--- config.mk ---
export PLATFORM = sky130hd
export DESIGN_NAME = jump_ctrl
export DESIGN_NICKNAME = d
export VERILOG_FILES = /design/src/rtl/jump_ctrl.sv
export SDC_FILE = /design/constraint.sdc
export NUM_CORES = 1
export LEC_CHECK = 0
export CELL_PAD_IN_SITES_DETAIL_PLACEMENT = 1
export CELL_PAD_IN_SITES_GLOBAL_PLACEMENT = 1
export CORE_MARGIN = 2
export CORE_UTILIZATION = 38
export CTS_BUF_LIST = sky130_fd_sc_hd__clkbuf_8
export DETAILED_ROUTE_END_ITERATION = 10
export PLACE_DENSITY = 0.87
export SLEW_MARGIN = 20
export SYNTH_ARGS = -nofsm -noshare
export SYNTH_HDL_FRONTEND = slang
export SYNTH_SLANG_ARGS = --single-unit
--- constraint.sdc ---
create_clock -name clk -period 5.6 [get_ports clk]
set_clock_uncertainty 0.1 [all_clocks]
set_input_delay 1.12 -clock clk [delete_from_list [all_inputs] [get_ports clk]]
set_output_delay 1.12 -clock clk [all_outputs]
set_load 0.02 [all_outputs]
--- src/rtl/jump_ctrl.sv ---
// Next-PC sequencer: owns the program counter, inserts a one-cycle jump-table
// lookup on taken branches, and sequences start/stall/halt for the core.
module jump_ctrl #(
  parameter int PC_W     = 10,
  parameter bit ABS_JUMP = 1'b0
) (
  input  logic            clk,
  input  logic            reset,
  input  logic            start,
  input  logic            stall,
  input  logic            branch_en,
  input  logic            branch_cond,
  input  logic            halt_req,
  input  logic [7:0]      jptr_in,
  output logic [7:0]      jlut_ptr,
  input  logic [7:0]      jlut_val,
  output logic [PC_W-1:0] pc,
  output logic            pc_valid,
  output logic            jump_taken,
  output logic            done
);

  typedef enum logic [1:0] {IDLE, RUN, JUMP, DONE} state_t;

  state_t          state_reg, state_next;
  logic [PC_W-1:0] pc_reg, pc_next;
  logic [7:0]      jlut_ptr_reg, jlut_ptr_next;
  logic            jump_taken_reg, jump_taken_next;
  logic [PC_W-1:0] jump_target;

  // Table value is either an absolute target or a signed offset from the branch PC.
  generate
    if (ABS_JUMP) begin : g_abs
      assign jump_target = PC_W'(jlut_val);
    end else begin : g_rel
      assign jump_target = pc_reg + PC_W'($signed(jlut_val));
    end
  endgenerate

  always_ff @(posedge clk or posedge reset) begin
    if (reset) begin
      state_reg      <= IDLE;
      pc_reg         <= '0;
      jlut_ptr_reg   <= '0;
      jump_taken_reg <= 1'b0;
    end else begin
      state_reg      <= state_next;
      pc_reg         <= pc_next;
      jlut_ptr_reg   <= jlut_ptr_next;
      jump_taken_reg <= jump_taken_next;
    end
  end

  always_comb begin
    state_next      = state_reg;
    pc_next         = pc_reg;
    jlut_ptr_next   = jlut_ptr_reg;
    jump_taken_next = 1'b0;
    unique case (state_reg)
      IDLE, DONE: begin
        if (start) begin
          state_next = RUN;
          pc_next    = '0;
        end
      end
      RUN: begin
        // Stall freezes everything, including a pending halt or branch.
        if (!stall) begin
          if (halt_req) begin
            state_next = DONE;
          end else if (branch_en && branch_cond) begin
            jlut_ptr_next = jptr_in;
            state_next    = JUMP;
          end else begin
            pc_next = pc_reg + PC_W'(1);
          end
        end
      end
      JUMP: begin
        state_next      = RUN;
        pc_next         = jump_target;
        jump_taken_next = 1'b1;
      end
      default: state_next = IDLE;
    endcase
  end

  always_comb begin
    pc_valid = (state_reg == RUN);
    done     = (state_reg == DONE);
  end

  assign pc         = pc_reg;
  assign jlut_ptr   = jlut_ptr_reg;
  assign jump_taken = jump_taken_reg;

endmodule

# == After elaboration in Yosys (flattened, before gate mapping) ==
# Index checks and enable logic that the tools add are counted.
# Widths: inputs -> output; s select.
# classes
n_reduce_logical,6
n_eq_ne,8
n_addsub,2
n_mux,11
n_bitwise,2
# ops
op,n
$mux 10,4
$pmux 10 s3,1
$add 10x1->10 const B,1
$add 10x10->10,1
$mux 2,4
$ne 2x2->1 const B,4
$reduce_and 4->1,2
$pmux 2 s3,1
$eq 2x2->1 const B,2
$ne 3x2->1 const B,1
$reduce_and 3->1,1
$eq 2x1->1 const B,1
$logic_not 2->1,1
$not 1->1,2
$reduce_or 2->1,1
$logic_and 1x1->1,1
$mux 1,1
# word_totals
register_bits,21
elab_cells,33
in_bits,23

# == Longest topological paths before layout ==
# depth
word_depth,5
depth_mapped,12
mapped_depth_nobuf,12

# == Worst setup path before layout ==
# No wires, ideal clock.
# synth_timing
kind,in2reg
from,in jlut_val[3]
to,reg pc_reg[9] (netlist: pc[9])
stages,8
arrival_time_ns,2.618
n_path_buf,0
path_slack_ns,2.781
path_cell_list,and2_1 -> ha_1 -> a21o_1 -> a21oi_2 -> a21oi_1 -> or3_1 -> and2_4 -> o311ai_2
# synth_between
elab_chain_len,2
# synth_rtl
element,line_no,source
"start, declared",16,"input logic [7:0] jlut_val,"
$add 10x10->10,36,assign jump_target = pc_reg + PC_W'($signed(jlut_val));
$pmux 10 s3,59,unique case (state_reg)
"end signal, assigned",48,pc_reg <= pc_next;
"end, declared",26,"logic [PC_W-1:0] pc_reg, pc_next;"
# No other way between the ends.
# A chain may end at the register's enable or synchronous reset.

# == Final worst setup path ==
# Ends and elaborated chain as after synthesis.

==> flow_summary.ini <==
[status]
status = complete, no violations

[sta]
slew_headroom = 0.451
setup_viol = 0
min_period_over_period = 0.554
fin_tns_setup_ps = 0
hold_violations = 0
finalCriticalPeriod_ps = 3100
rsz0062_at_grt = false
max_freq_ghz = 0.322
final-max-slew-violation-count = 0
worst_pin_slew_ps = 823

[setup_path]
arrival_ps = 3170
startpoint_type = input pin
max_stage_delay_ps = 400
worstPathMaxFanout = 4
worst_setup_path_end_kind = flip-flop
r2r_start = state_reg[0]$_DFFE_PP0P_
worst_ep_required_time_ps = 5670
cp_num_buf_inv = 1
path_cells = clkdlybuf4s50_1 > and2_1 > ha_1 > a21o_1 > a21oi_2 > a21oi_1 > or3_1 > and2_4 > o311ai_2
crit_family = compound AO/OA/AOI/OAI gates
slowest_stage = clkdlybuf4s50_1
rr_worst_depth = 10
reg2reg_to = pc[9]$_DFFE_PP0P_
r2r_slack_ps = 2890
critical_path_class = in -> reg

[routing]
postRouteAntennaNets = 0
drc_errors = 0
via_count = 1116
wl_um = 3330
wire_per_inst_um = 15.3
vias_per_cell = 5.12
dr.pass1.iters = 4
drt_iter0_markers = 14

[synth]
synth_cell_types = 32
synthFlopType = dfrtp_1
yosys_warnings = 0
syn_nets = 163
ys_seq_elements = 21
syn_area_per_cell_um2 = 10.2
synth_edf_count = 0
ys_seq_area_frac = 0.405
synth_async_sr_flop_share = 1.00
synth_cells = 127
syn_area_mm2 = 0.00130

[clocking]
cts_made_buffers = 3
clockBufferDepth = 2
cts.sinks = 21
insertion_delay_ps = 260
postCtsSetupRepairBufs = 0
cts_tree = done
cts-resized-gates = 0
htree_levels = 1
root_buffer = clkbuf_8
clk_pin_slew_ps = 80
cts_hold_buffers = 0

[placement]
place.gp.congestion = 0.741
io_buffers = 43
placed_area_mm2 = 0.00178
dp_hpwl_um = 2600

[power]
p_leak_nw = 0.849
p_per_area_mw_per_mm2 = 482
ir_drop_v = 0.000155

[global_routing]
grt_pass1_vias = 1251
grt_pass1_wl_um = 5690
grt_use_total = 0.179
grt-ovfl-total = 0
grt_max_degree = 22
antenna_found_initial = 0

[hold_path]
min_to = jlut_ptr[3]$_DFFE_PP0P_
hp-start = jlut_ptr[3]$_DFFE_PP0P_
min_path_cells = 1
worstHoldPathType = reg -> reg

[floorplanning]
floorplan.initialDensity = 0.392
die_x_um = 62.5
io_pins = 44
fp.dieArea_mm2 = 0.00390
rows = 21
die_h_um = 62.5
core_area_mm2 = 0.00331

[layout]
drive_above_1_share = 0.0872
multi_input_area_um2 = 733
final_common_cell = clkdlybuf4s50_1
nFillCells = 398
syn_to_final_growth_pct = 40.3
nets = 209
final_cell_mix = clkdlybuf4s50_1 (43), dfrtp_1 (21), nand2_1 (13)
ff_latch_area_um2 = 526
largest_reg_flops = 10
postLayoutCellArea_mm2 = 0.00182
n_antenna_cell = 0

[run]
max-cap-violations = 0
## how the worst max path moves through the flow
stage / cells after the start / start / end / slack, ps
global placement: 9 / jlut_val[3] / pc[9]$_DFFE_PP0P_ / 2290
global route: 10 / jlut_val[1] / pc[9]$_DFFE_PP0P_ / 2370
floorplan: 8 / jlut_val[3] / pc[9]$_DFFE_PP0P_ / 2780
CTS: 9 / jlut_val[3] / pc[9]$_DFFE_PP0P_ / 2470
detailed placement: 11 / jlut_val[0] / pc[6]$_DFFE_PP0P_ / 2220
finish: 9 / jlut_val[3] / pc[9]$_DFFE_PP0P_ / 2500
## routing by layer
| layer | vias up | routed length (um) | track usage |
|---|---|---|---|
| met5 | - | 0 | 0 |
| met4 | 0 | 38 | 0.0583 |
| met3 | 4 | 141 | 0.0234 |
| met2 | 36 | 1710 | 0.336 |
| met1 | 538 | 1440 | 0.209 |
| li1 | 538 | - | - |
## synthesized netlist by cell type (4+ instances only)
library cell | number | area, um^2
ha_1 | 12 | 150
nand2_1 | 13 | 48.8
inv_1 | 8 | 30.0
dfrtp_1 | 21 | 526
o21ai_0 | 4 | 20.0
mux2_2 | 8 | 90.1
a22o_1 | 5 | 43.8
xor2_1 | 4 | 35.0
and2_1 | 7 | 43.8
a21oi_1 | 8 | 40.0
nand2b_1 | 4 | 25.0
## worst register-to-register path: stages (launching register included)
cell and delay, ps:
dfrtp_1 410, inv_1 70, ha_1 320, and2_1 220
ha_1 330, a21o_1 210, a21oi_2 170, a21oi_1 100
or3_1 340, and2_4 170, o311ai_2 190
## cells by family (layout without fill, tap and decap cells)
| family | Yosys count | in the layout | share of synthesized area |
|---|---|---|---|
| fa+ha+maj | 13 | 13 | 0.131 |
| flops | 21 | 21 | 0.405 |
| buf+inv | 10 | 55 | 0.0308 |
| mux | 8 | 8 | 0.0694 |
| compound gates | 29 | 29 | 0.157 |
| xor+xnor | 6 | 6 | 0.0405 |
| simple gates | 40 | 40 | 0.167 |
## power breakdown
group	internal, mW	total [mW]	leakage (nW)	switching (mW)
Sequential	0.217	0.264	0.266	0.0474
Clock	0.0488	0.0981	0.0269	0.0492
Combinational	0.240	0.515	0.556	0.276
## per-stage QoR
step / setup slack, ps / std cells / hold WS, ps / power (mW) / utilization
floorplan: 2780 / 127 / 427 / 0.577 / -
global placement: 2290 / 214 / 390 / 0.767 / 0.537
detailed placement: 2220 / 214 / 406 / 0.789 / 0.537
CTS: 2470 / 218 / 421 / 0.891 / 0.550
global route: 2370 / 218 / 439 / 0.941 / 0.550
finish: 2500 / 218 / 418 / 0.877 / 0.550
## final cells by class
cell class,count,share of cell area
Tap cell,46,0.0316
Sequential cell,21,0.288
Clock buffer,3,0.0227
Timing Repair Buffer,43,0.236
Multi-Input combinational cell,96,0.402
Clock inverter,1,0.00206
Inverter,8,0.0165
Note: power is estimated with default switching activity, not from simulation.
==> patch 1: new RTL, same flow settings <==
The 4 states of `state_t` get a Gray code encoding in 2 bits.
--- a/src/rtl/jump_ctrl.sv
+++ b/src/rtl/jump_ctrl.sv
@@ -20,7 +20,7 @@
   output logic            done
 );
 
-  typedef enum logic [1:0] {IDLE, RUN, JUMP, DONE} state_t;
+  typedef enum logic [1:0] {IDLE = 2'b00, RUN = 2'b01, JUMP = 2'b11, DONE = 2'b10} state_t;
 
   state_t          state_reg, state_next;
   logic [PC_W-1:0] pc_reg, pc_next;
Behaviour: no difference found for any inputs over 10 cycles, from zero or initial values and one cycle with reset high; not proved beyond that.
==> patch 1 against the unedited design <==
- critical path depth down 6
- core utilization is 0.40 points higher
- via count increased by 8.1%
- power fell by 14%
- synthesized area rose by 3.5%
- sequential cell count did not move
- routed wire length grew 19%
- die area is 3.2% higher
- clock power grew 6%
- setup slack improved by 0.022 ns
- cell count grew 1.8%
- cell area increased by 2.3%
- largest cell class unchanged
- largest power group unchanged
==> patch 1: results (changes against the unedited design) <==
* Outcome: finished clean
* First-pass GRT wire length at 6710 um (+18%)
* Vias in the first global route at 1326 (+6.0%)
* Clk_lat worst skew at about 0.27 ns
* Seq/Total Area, Yosys at 39.1% (-1.4 points)
* Slowest Stage Delay on Critical Path at 0.65 ns (+0.25 ns)
* Peak supply drop at 0.199 mV (+28%)
* Slowest CP cell: dfrtp_1
* Placed Area at 1820 sq um (+2.4%)
* Synth top area cells: dfrtp_1 39%, ha_1 8.4%, mux2_1 6.7%
* Distinct cells, synth at 40 (+25%)
* Clk network pwr share at 13.8% (+2.6 points)
* All-Layer GR Usage at 21.7% (+3.8 points)
* Synth top cells by count: 21 x dfrtp_1, 17 x nand2_1, 9 x ha_1
* Final WL at 3950 um (+19%)
* Arrival @ worst endpoint at 1.86 ns (-1.31 ns)
* Layout Nets at 210 (+0.48%)
* Layout cell share with drive strength beyond 1 at 7.39% (-1.3 points)
* Final setup vio count at 0 (unchanged)
* Starting DRC count in detailed routing at 26 (+12)
* Net Sw Power at 311 uW (-17%)
* Detail Placement HPWL at 3010 um (+16%)
* CP Max Fanout at 15 (+11)
* Routability Congestion at 0.801 (+8.0%)
* Vias per cell at 5.43 (+6.1%)
* Synth Net Count at 165 (+1.2%)
## patch 1: cell types whose count changed after synthesis, moves of 3 or more
cell and delta:
nand3_1 -3, nand2_1 +4, mux2_1 +8, mux2_2 -8
and2_1 -6, ha_1 -3, a22o_1 -5, and3_1 +6
o21a_1 +7
## patch 1: path summary, 6_finish.rpt
check | start | end | slack, ns | cells past startpoint
worst max-delay path | state_reg[0] | pc_valid | 2.52 | 3
worst min-delay path | jlut_ptr[7] | jlut_ptr[7] | 0.39 | 1
worst max register to register | state_reg[0] | pc[6] | 3.03 | 10
worst min register to register | jlut_ptr[7] | jlut_ptr[7] | 0.39 | 1
max in group asynchronous | reset | pc[6] | 3.68 | 2
min in group asynchronous | reset | jlut_ptr[3] | 1.21 | 2
## patch 1: cell type report
type	instances	area, sq um
well taps	46	57.6
multi-input cells	101	779
flip-flops and latches	21	526
fillers	412	1500
clock buffers	3	41.3
inverters	7	26.3
clock inverters	1	3.75
repair buffers	43	430
## patch 1: kinds of logic after synthesis
group,synth area share (%)
flip-flops,39.1
AND/OR/NAND/NOR,16.3
adder cells (fa/ha/maj),9.87
buffers and inverters,2.89
AO/OA/AOI/OAI,22.5
XOR/XNOR,2.61
multiplexers,6.70
## patch 1: metrics by stage
| step | util [%] | power, mW | hold WS [ns] | setup slack [ns] | cells |
|---|---|---|---|---|---|
| detailed placement | 54.1 | 0.653 | 0.383 | 2.29 | 218 |
| floorplan | - | 0.476 | 0.446 | 2.91 | 132 |
| global placement | 54.1 | 0.627 | 0.372 | 2.42 | 218 |
| global route | 55.4 | 0.804 | 0.416 | 2.43 | 222 |
| CTS | 55.4 | 0.761 | 0.402 | 2.53 | 222 |
| finish | 55.4 | 0.755 | 0.394 | 2.52 | 222 |
## patch 1: metal layers
layer | global-route usage [%] | vias up | share of wire (%) | wire length (um)
met5 | 0 | - | 0 | 0
met4 | 8.97 | 0 | 2.2 | 88
met3 | 4.29 | 7 | 4.9 | 194
met2 | 37.4 | 47 | 49 | 1940
met1 | 26.4 | 579 | 44 | 1740
li1 | - | 573 | - | -
## patch 1: critical path, delay by kind of cell, from the launching register on
kind | cells | cell delay [ns]
simple gates | 1 | 0.20
flops | 1 | 0.65
buf+inv | 2 | 0.73
## patch 1: power by group through the flow
stage	Combinational, mW	Clock [mW]	Sequential [mW]
final	0.402	0.104	0.249
after global routing	0.435	0.111	0.258
after CTS	0.405	0.107	0.249
after detailed placement	0.401	0	0.252
after global placement	0.381	0	0.246
after floorplan	0.173	0	0.303
==> patch 2: new RTL, config.mk and constraints unchanged <==
Made on the original files. Set the parameter `ABS_JUMP` to 1'b1 (it was 1'b0).
--- a/src/rtl/jump_ctrl.sv
+++ b/src/rtl/jump_ctrl.sv
@@ -2,7 +2,7 @@
 // lookup on taken branches, and sequences start/stall/halt for the core.
 module jump_ctrl #(
   parameter int PC_W     = 10,
-  parameter bit ABS_JUMP = 1'b0
+  parameter bit ABS_JUMP = 1'b1
 ) (
   input  logic            clk,
   input  logic            reset,
Formal check against the unedited RTL: not equivalent (a bounded check fails within 4 cycles, from zero or initial values and one cycle with reset high).
==> patch 2 against the unedited design <==
- synthesized cell count decreased by 17%
- setup slack improved by 0.25 ns
- combinational power decreased by 31%
- cell count decreased by 17%
- sequential power decreased by 7.6%
- power decreased by 20%
- routed wire length decreased by 14%
- synthesized area decreased by 17%
- worst hold slack got worse by 0.014 ns
- sequential share of layout area increased by 4.5 points
- sequential cell count unchanged
- register-to-register slack improved by 0.47 ns
- cell area decreased by 14%
- largest cell class is now registers
==> patch 2: results (changes against the unedited design) <==
* Htree depth at 1 (unchanged)
* DRT Pass-1 Iters at 5 (+1)
* Lkg Pwr at 0.683 nW (-20%)
* Layout cell share with drive strength beyond 1 at 8.72% (about the same)
* Starting DRC count in detailed routing at 30 (+16)
* Routability Congestion at 0.851 (+15%)
* Pin count of the biggest net entering global routing at 22 (unchanged)
* I/O Buffers at 43 (unchanged)
* Clk_lat worst skew at 0.26 ns (about the same)
* R2r setup slk at 3.36 ns (+0.47 ns)
* Worst r2r src: state_reg[1]
* Worst slew pin tran at 0.828 ns (+0.00518 ns)
* Synth top area cells: dfrtp_1 49%, mux2_2 8.4%, ha_1 4.7%
* Net Sw Frac at 38.8% (-3.6 points)
* Slowest Stage Delay on Critical Path at 0.51 ns (+0.11 ns)
* Synth top cells by count: 21 x dfrtp_1, 13 x nand2_1, 8 x mux2_2
* Hold wc startpoint: jlut_ptr[4]
* Distinct cells, synth at 28 (-13%)
* Synth Net Count at 132 (-19%)
* Outcome: finished clean
* Ys Warns at 0 (unchanged)
* Wire length per cell at 15.8 um (+3.6%)
* Layout Nets at 177 (-15%)
* CTS buffer count at 3 (unchanged)
* CTS clk-pin slew, worst paths at 0.08 ns (about the same)
* CP Max Fanout at 6 (+2)
* RR Endpoint: pc[8]
* All-Layer GR Usage at 20.4% (+2.4 points)
* Vias per cell at 5.57 (+8.7%)
* Worst r2r path cells at 6 (-4)
* Congestion Overflow GR at 0 (unchanged)
* Vias in the first global route at 1095 (-12%)
* Slowest CP cell: or4_1
* Ant. Diodes at 0 (unchanged)
* Clock Path Buffers at 2 (unchanged)
* Detail Placement HPWL at 2200 um (-15%)
* First-pass GRT wire length at 5070 um (-11%)
* Peak supply drop at 0.274 mV (+77%)
* Worst Hold Depth at 1 (unchanged)
* Clock root buffer: clkbuf_8
* Setup bufs post-CTS at 0 (unchanged)
* Post_cts resized at 0 (unchanged)
* CP delay by family, top: simple AND/OR/NAND/NOR gates
* Seq/Total Area, Yosys at 49.0% (+8.5 points)
* Hold Crit Class: reg -> reg
* Primary FF master, synth: dfrtp_1
* Initial antenna violation count at 0 (unchanged)
* Hold EP: jlut_ptr[4]
* Max reg flops at 10 (unchanged)
* Asr flop ratio synth at 100% (unchanged)
* Filler cell count at 315 (-21%)
-- patch 2: changes by cell type in the layout (fill, tap and decap cells not counted), moves of 3 or more --
cell / before / now
a21oi_1: 8 / 5
a221o_1: 0 / 3
a22o_1: 5 / 0
and2_1: 7 / 2
ha_1: 12 / 4
nand2b_1: 4 / 1
nor3_1: 1 / 5
o211ai_1: 0 / 6
o31ai_1: 3 / 0
xor2_1: 4 / 0
-- patch 2: logic make-up after synthesis --
| logic type | share of synthesized area (%) |
|---|---|
| adders and majority gates | 4.67 |
| buffers and inverters | 3.62 |
| DFF | 49.0 |
| muxes | 8.40 |
| AOI/OAI and AO/OA | 17.4 |
| and+or+nand+nor | 16.9 |
-- patch 2: worst max path at each step --
stage                       startpoint  slack [ns]  endpoint  cells past startpoint
after floorplan               halt_req        3.00     pc[8]                      5
after global placement        halt_req        2.52     pc[8]                      5
after detailed placement      halt_req        2.47     pc[8]                      5
after CTS                 state_reg[1]        2.75  pc_valid                      3
after global routing          halt_req        2.63     pc[1]                      5
final                         halt_req        2.75     pc[8]                      5
-- patch 2: metal layers --
layer,wire [um],up-vias,GRT usage [%]
li1,-,468,-
met1,1180,487,25.3
met2,1420,38,34.0
met3,148,9,3.40
met4,96,0,10.6
met5,0,-,0
-- patch 2: final cells by class --
class | count | area (sq um) | area share (%)
clock buffer | 3 | 41.3 | 2.62
tap | 31 | 38.8 | 2.46
multi-input combinational | 74 | 508 | 32.2
timing repair buffer | 43 | 430 | 27.3
clock inverter | 1 | 5.00 | 0.318
sequential | 21 | 526 | 33.4
inverter | 7 | 26.3 | 1.67
-- patch 2: stage by stage --
step | cell area, sq um | setup slack [ns] | hold slack [ns] | cells | util, %
finish | 1580 | 2.75 | 0.404 | 180 | 58.1
global route | 1580 | 2.63 | 0.439 | 180 | 58.1
CTS | 1580 | 2.75 | 0.409 | 180 | 58.1
detailed placement | 1530 | 2.47 | 0.392 | 176 | 56.4
global placement | 1530 | 2.52 | 0.385 | 176 | 56.4
floorplan | 1070 | 3.00 | 0.440 | 105 | -
-- patch 2: power by group through the flow --
| stage | Clock [mW] | Sequential, mW | Combinational, mW |
|---|---|---|---|
| after floorplan | 0 | 0.294 | 0.148 |
| after global placement | 0 | 0.241 | 0.345 |
| after detailed placement | 0 | 0.245 | 0.355 |
| after CTS | 0.103 | 0.243 | 0.357 |
| after global routing | 0.108 | 0.252 | 0.385 |
| final | 0.102 | 0.244 | 0.354 |
